## src/rtl/nn_layer_sequencer.sv

```systemverilog
// Address and strobe sequencer for the three-layer MNIST inference pass.
// Defining SEQ_CYCLE_CNT_EN adds the cycle_count port and its saturating counter.
module nn_layer_sequencer #(
  parameter int N_IN1  = 784,
  parameter int N_HID  = 20,
  parameter int ADDR_W = 10
) (
  input  logic              Clk,
  input  logic              Reset_n,
  input  logic              start,
  input  logic              dp_ready,
  input  logic              act_done,
  output logic              busy,
  output logic              done,
  output logic [1:0]        layer,
  output logic [ADDR_W-1:0] wb_addr,
  output logic              wb_rd,
  output logic [ADDR_W-1:0] in_addr,
  output logic              in_rd,
  output logic [4:0]        hid_idx,
  output logic              mac_clear,
  output logic              mac_valid,
  output logic              bias_valid,
  output logic              act_start
`ifdef SEQ_CYCLE_CNT_EN
  ,
  output logic [15:0]       cycle_count
`endif
);

  // Weight/bias BRAM map: each layer's weight words are followed by its bias word.
  localparam logic [ADDR_W-1:0] WEIGHT_1 = '0;
  localparam logic [ADDR_W-1:0] BIAS_1   = ADDR_W'(N_IN1);
  localparam logic [ADDR_W-1:0] WEIGHT_2 = ADDR_W'(N_IN1 + 1);
  localparam logic [ADDR_W-1:0] BIAS_2   = ADDR_W'(N_IN1 + 1 + N_HID);
  localparam logic [ADDR_W-1:0] WEIGHT_3 = ADDR_W'(N_IN1 + 2 + N_HID);
  localparam logic [ADDR_W-1:0] BIAS_3   = ADDR_W'(N_IN1 + 2 + 2 * N_HID);
  localparam logic [ADDR_W-1:0] INPUT    = '0;

  typedef enum logic [2:0] {
    S_IDLE,
    S_CLEAR,
    S_STREAM,
    S_BIAS,
    S_WAIT,
    S_ACT,
    S_DONE
  } state_t;

  state_t            state;
  logic [ADDR_W-1:0] idx;
  logic [ADDR_W-1:0] idx_inc;

  function automatic logic [ADDR_W-1:0] weight_base(input logic [1:0] l);
    case (l)
      2'd1:    weight_base = WEIGHT_1;
      2'd2:    weight_base = WEIGHT_2;
      default: weight_base = WEIGHT_3;
    endcase
  endfunction

  function automatic logic [ADDR_W-1:0] bias_base(input logic [1:0] l);
    case (l)
      2'd1:    bias_base = BIAS_1;
      2'd2:    bias_base = BIAS_2;
      default: bias_base = BIAS_3;
    endcase
  endfunction

  function automatic logic [ADDR_W-1:0] last_idx(input logic [1:0] l);
    last_idx = (l == 2'd1) ? ADDR_W'(N_IN1 - 1) : ADDR_W'(N_HID - 1);
  endfunction

  assign idx_inc = idx + ADDR_W'(1);

  // Read strobes follow dp_ready in the same cycle so a stall never issues a read.
  assign wb_rd = dp_ready && ((state == S_STREAM) || (state == S_BIAS));
  assign in_rd = dp_ready && (state == S_STREAM) && (layer == 2'd1);

  always_ff @(posedge Clk or negedge Reset_n) begin
    if (!Reset_n) begin
      state      <= S_IDLE;
      idx        <= '0;
      busy       <= 1'b0;
      done       <= 1'b0;
      layer      <= 2'd0;
      wb_addr    <= '0;
      in_addr    <= '0;
      hid_idx    <= '0;
      mac_clear  <= 1'b0;
      mac_valid  <= 1'b0;
      bias_valid <= 1'b0;
      act_start  <= 1'b0;
    end else begin
      mac_clear  <= 1'b0;
      act_start  <= 1'b0;
      done       <= 1'b0;
      // One-cycle BRAM latency: valids are the previous cycle's reads, split by kind.
      mac_valid  <= dp_ready && (state == S_STREAM);
      bias_valid <= dp_ready && (state == S_BIAS);
      case (state)
        S_IDLE: begin
          if (start) begin
            layer     <= 2'd1;
            idx       <= '0;
            busy      <= 1'b1;
            mac_clear <= 1'b1;
            state     <= S_CLEAR;
          end
        end
        S_CLEAR: begin
          idx     <= '0;
          wb_addr <= weight_base(layer);
          if (layer == 2'd1) in_addr <= INPUT;
          else               hid_idx <= '0;
          state   <= S_STREAM;
        end
        S_STREAM: begin
          if (dp_ready) begin
            if (idx == last_idx(layer)) begin
              idx     <= '0;
              wb_addr <= bias_base(layer);
              state   <= S_BIAS;
            end else begin
              idx     <= idx_inc;
              wb_addr <= weight_base(layer) + idx_inc;
              if (layer == 2'd1) in_addr <= INPUT + idx_inc;
              else               hid_idx <= idx_inc[4:0];
            end
          end
        end
        S_BIAS: begin
          if (dp_ready) state <= S_WAIT;
        end
        S_WAIT: begin
          // The output layer feeds argmax directly, so it skips the sigmoid stage.
          if (layer == 2'd3) begin
            done  <= 1'b1;
            busy  <= 1'b0;
            state <= S_DONE;
          end else begin
            act_start <= 1'b1;
            state     <= S_ACT;
          end
        end
        S_ACT: begin
          // act_start is high only on the entry cycle, where act_done is ignored.
          if (!act_start && act_done) begin
            layer     <= layer + 2'd1;
            mac_clear <= 1'b1;
            state     <= S_CLEAR;
          end
        end
        S_DONE: begin
          layer <= 2'd0;
          state <= S_IDLE;
        end
        default: begin
          busy  <= 1'b0;
          layer <= 2'd0;
          state <= S_IDLE;
        end
      endcase
    end
  end

`ifdef SEQ_CYCLE_CNT_EN
  function automatic logic [15:0] sat_inc16(input logic [15:0] v);
    sat_inc16 = (v == 16'hFFFF) ? v : v + 16'd1;
  endfunction

  always_ff @(posedge Clk or negedge Reset_n) begin
    if (!Reset_n)                      cycle_count <= '0;
    else if (state == S_IDLE && start) cycle_count <= '0;
    else if (busy)                     cycle_count <= sat_inc16(cycle_count);
  end
`endif

endmodule

```

## config.mk

```make
export PLATFORM = sky130hd
export DESIGN_NAME = nn_layer_sequencer
export DESIGN_NICKNAME = d
export VERILOG_FILES = /design/src/rtl/nn_layer_sequencer.sv
export SDC_FILE = /design/constraint.sdc
export NUM_CORES = 1
export LEC_CHECK = 0
export BUFFER_PORTS_ARGS = -buffer_cell sky130_fd_sc_hd__buf_2
export CAP_MARGIN = 20
export CORE_AREA = 10 10 94 96
export CTS_BUF_LIST = sky130_fd_sc_hd__clkbuf_8
export CTS_CLUSTER_SIZE = 30
export DETAILED_ROUTE_END_ITERATION = 7
export DIE_AREA = 0 0 104 106
export GPL_TIMING_DRIVEN = 0
export PLACE_DENSITY_LB_ADDON = 0.1
export SLEW_MARGIN = 10
export SYNTH_ARGS = -nofsm -noshare
export SYNTH_HDL_FRONTEND = slang
export SYNTH_SLANG_ARGS = --single-unit
```

## constraint.sdc

```tcl
create_clock -name Clk -period 5.8 [get_ports Clk]
set_input_delay 0.58 -clock Clk [delete_from_list [all_inputs] [get_ports Clk]]
set_output_delay 0.58 -clock Clk [all_outputs]
set_load 0.01 [all_outputs]
```

==> metrics.md <==
| Metric | Value |
|---|---|
| Post_cts resized | 0 |
| Top_reg_cell synth | dfrtp_1 |
| Fin nets | 364 |
| Ranking of synthesized cells by area | dfrtp_1 42%, o21ai_0 8.4%, nand2_1 6.1%, ha_1 4.1%, mux2i_1 3.3% |
| Total Routing Usage GR | 12.6% |
| Final setup viols | 0 |
| Clk sink count | 46 |
| Max IR drop VDD | roughly 270 uV |
| Synthesized Nets | 317 |
| Skew-Pair Late Insertion Delay | around 0.29 ns |
| H-tree depth | 2 |
| Pint | 0.701 mW |
| Critical R2R Launch | layer[0]$_DFFE_PN0P_ |
| Fin. Hold Viols | 0 |
| Async SR Flop Fraction | 100% |
| Number of diodes | 0 |
| Placer Congestion | 0.832 |
| IO Port Bufs | 39 |
| Reg-to-Reg End | wb_addr[8]$_DFFE_PN0P_ |
| Sw power | 0.556 mW |
| First-pass GRT wire length | 11600 um |
| Final WL | 7000 um |
| DRC Markers | 0 |
| Final HPWL DP | 5120 um |
| Main combinational cell family by area after synthesis | compound AO/OA/AOI/OAI gates |
| CTS tree | yes |
| Clock share of power | 15.4% |
| Initial Utilization | 38.6% |
| DR vias/cell | approximately 5.2 |
| Post-Syn Area per Cell | between 8 and 9 um^2 |
| FF-to-FF path depth | 11 |
| Worst-path clk slew | 0.08 ns |
| Wire per inst | 15.6 um |
| Post-CTS Setup Inserts | 0 |
| Top cell type's share of synthesized area | between 40% and 50% |
| Final setup TNS | 0 ns |
| Post-Synth Simple-Gate Area | 17.9% |
| R2R Setup Slk | between 2 and 3 ns |
| Syn. warnings | 0 |
| CTS Buf Count | 5 |
| Cell area after placement | 3040 um^2 |
| Layout cell share with drive strength beyond 1 | 16.9% |
| Worst min path class | in2async |
| Worst EP arrival | 3.31 ns |
| Period utilization | 54.0% |
| Multi-input logic area | 1450 um^2 |
| Post-Place Worst Slack | roughly 2.7 ns |
| Root buf cell | clkbuf_8 |
| Startpoint types | flop |
| Num ports | 40 |
| Crit Path Category | reg2reg |
| Largest net degree at the start of global routing | 47 |
| Die height | 106 um |
| Filler Cells Inserted | just over 700 |
| Area occupied by registers | 1150 um^2 |
| Worst Path Max Fanout | 10 |
| Post-synth EDFFs | 0 |
| Die X | 104 um |
| Vias | 2341 |
| Outcome | completed |
| First drt pass iteration count | 4 |
| Vias in the first global route | 2304 |
| Grt ovf | 0 |
| Worst Clk Skew | just under 0.007 ns |
| Sequential share of power | approximately 34% |
| Max-cap viol count | 0 |
| Fin. max-slew vios | 0 |
| Area leader, netlist | dfrtp_1 |
| Sequential area share after synthesis | 42.2% |
| PD cells | 399 nW/um^2 |
| Syn Inst Count | 303 |
| Mapped cell area | 2730 um^2 |
| Mux cell area share after synthesis | under 10% |
| Layout Cells excl Fill | 448 |
| Worst Path Required | between 5 and 6 ns |
| Die area | between 10000 and 15000 um^2 |
| Distinct cells, synth | between 50 and 60 |
| Hold Buf Count CTS | 0 |
| Post-synthesis adder-cell area fraction | 4.13% |
| Static Leakage | 1.45 nW |
| Compound-Gate Fraction of Synth Area | approximately 22% |
| Power, Total | 1.26 mW |
| Worst setup margin | 2.67 ns |
| Max Clk Rate | 319 MHz |
| FF+latch count, synth | 46 |
| Core Footprint | 7060 um^2 |
| Combinational cell fraction of total power | 51.0% |
| CP Capture Type | flop |
| XOR/XNOR Fraction of Synth Area | 5.97% |
| Slew Limit Headroom | between 40% and 50% |
| Area Growth Syn to Fin | 15.7% |
| RSZ-0062 raised after global routing | false |
| Min cycle time layout | 3.13 ns |
| Final instance area | about 3200 um^2 |
| Slew @ Worst Pin | roughly 0.80 ns |
| Sw Ratio | 44.2% |
| DP Cell Count | between 400 and 500 |
| Initial antenna violation count | 0 |
| Routed Antenna Nets | 0 |
| Clock buffer depth | 2 |
| Initial DRC Count | 90 |
| Row count | 31 |
## area by class of cell
| class | count | area share (%) |
|---|---|---|
| Buffer | 16 | 2.38 |
| Tap cell | 99 | 3.93 |
| Clock buffer | 6 | 2.62 |
| Multi-Input combinational cell | 229 | 46.1 |
| Sequential cell | 46 | 36.5 |
| Inverter | 12 | 1.43 |
| Timing Repair Buffer | 40 | 7.06 |
## state kept, by name, summed over array words and instances (netlist names)
name and cells:
act_start 1, bias_valid 1, busy 1, done 1, hid_idx 5, idx 10, in_addr 10, layer 2
mac_clear 1, mac_valid 1, state 3, wb_addr 10
## cells by family (layout without fill, tap and decap cells)
kind of cell | count (synthesis) | in the layout
AO/OA/AOI/OAI | 94 | 94
XOR/XNOR | 16 | 16
adder cells (fa/ha/maj) | 9 | 9
buffers and inverters | 28 | 74
flip-flops | 46 | 46
multiplexers | 9 | 9
AND/OR/NAND/NOR | 101 | 101
## power by group through the flow
stage	clock (mW)	combinational, mW	sequential (mW)
4_1_cts	0.203	0.645	0.422
6_report	0.194	0.642	0.422
3_3_place_gp	0	0.640	0.428
5_1_grt	0.218	0.718	0.431
2_1_floorplan	0	0.434	0.445
3_5_place_dp	0	0.641	0.428
## through the flow
| stage | utilization (%) | hold slack [ns] |
|---|---|---|
| after floorplan | - | 0.284 |
| after global placement | 43.1 | 0.458 |
| after detailed placement | 43.1 | 0.465 |
| after CTS | 44.3 | 0.485 |
| after global routing | 44.7 | 0.309 |
| final | 44.7 | 0.288 |
## metal layers
layer  part of all wire [%]  vias up  GRT usage, %
li1                       -     1173             -
met1                     47     1134          16.0
met2                     49       30          21.4
met3                    3.6        4          2.96
met4                   0.47        0          2.98
met5                      0        -             0
## worst max-delay path, cell delays in order, from the launching register on
cell and delay (ns):
dfrtp_1 0.41, inv_1 0.10, ha_1 0.42, clkbuf_1 0.44, xor2_1 0.14, ha_1 0.27, nor2_1 0.19, nand2_1 0.08
a2111oi_0 0.43, or3_1 0.23, mux2i_1 0.20, nand3_1 0.09
## layout by cell type, fill, tap and decap left out, types with 3 or more instances in the layout
cell type / netlist / routed
a211oi_1: 4 / 4
a21oi_1: 11 / 11
and2_1: 3 / 3
buf_2: 3 / 42
clkbuf_1: 10 / 10
clkbuf_8: 0 / 6
dfrtp_1: 46 / 46
ha_1: 9 / 9
inv_1: 12 / 12
mux2i_1: 9 / 9
nand2_1: 44 / 44
nand2b_1: 5 / 5
nand3_1: 5 / 5
nor2_1: 21 / 21
nor3_1: 4 / 4
nor4_1: 4 / 4
o21ai_0: 46 / 46
o21ai_1: 5 / 5
o31a_1: 3 / 3
xnor2_1: 7 / 7
xor2_1: 7 / 7
## cells in the mapped netlist (7+ instances only)
library cell,count
dfrtp_1,46
o21ai_0,46
nand2_1,44
nor2_1,21
inv_1,12
a21oi_1,11
clkbuf_1,10
ha_1,9
mux2i_1,9
xnor2_1,7
xor2_1,7
## worst max path at each step
stage	cells past startpoint	to	from	slack, ns
after floorplan	12	wb_addr[8]$_DFFE_PN0P_	idx[0]$_DFFE_PN0P_	3.15
after global routing	12	wb_addr[7]$_DFFE_PN0P_	idx[0]$_DFFE_PN0P_	2.41
final	11	wb_addr[8]$_DFFE_PN0P_	layer[0]$_DFFE_PN0P_	2.67
after global placement	12	wb_addr[8]$_DFFE_PN0P_	idx[0]$_DFFE_PN0P_	2.68
after CTS	12	wb_addr[8]$_DFFE_PN0P_	idx[0]$_DFFE_PN0P_	2.66
after detailed placement	12	wb_addr[8]$_DFFE_PN0P_	idx[0]$_DFFE_PN0P_	2.68
No activity file was read; power rests on OpenSTA's default activity.
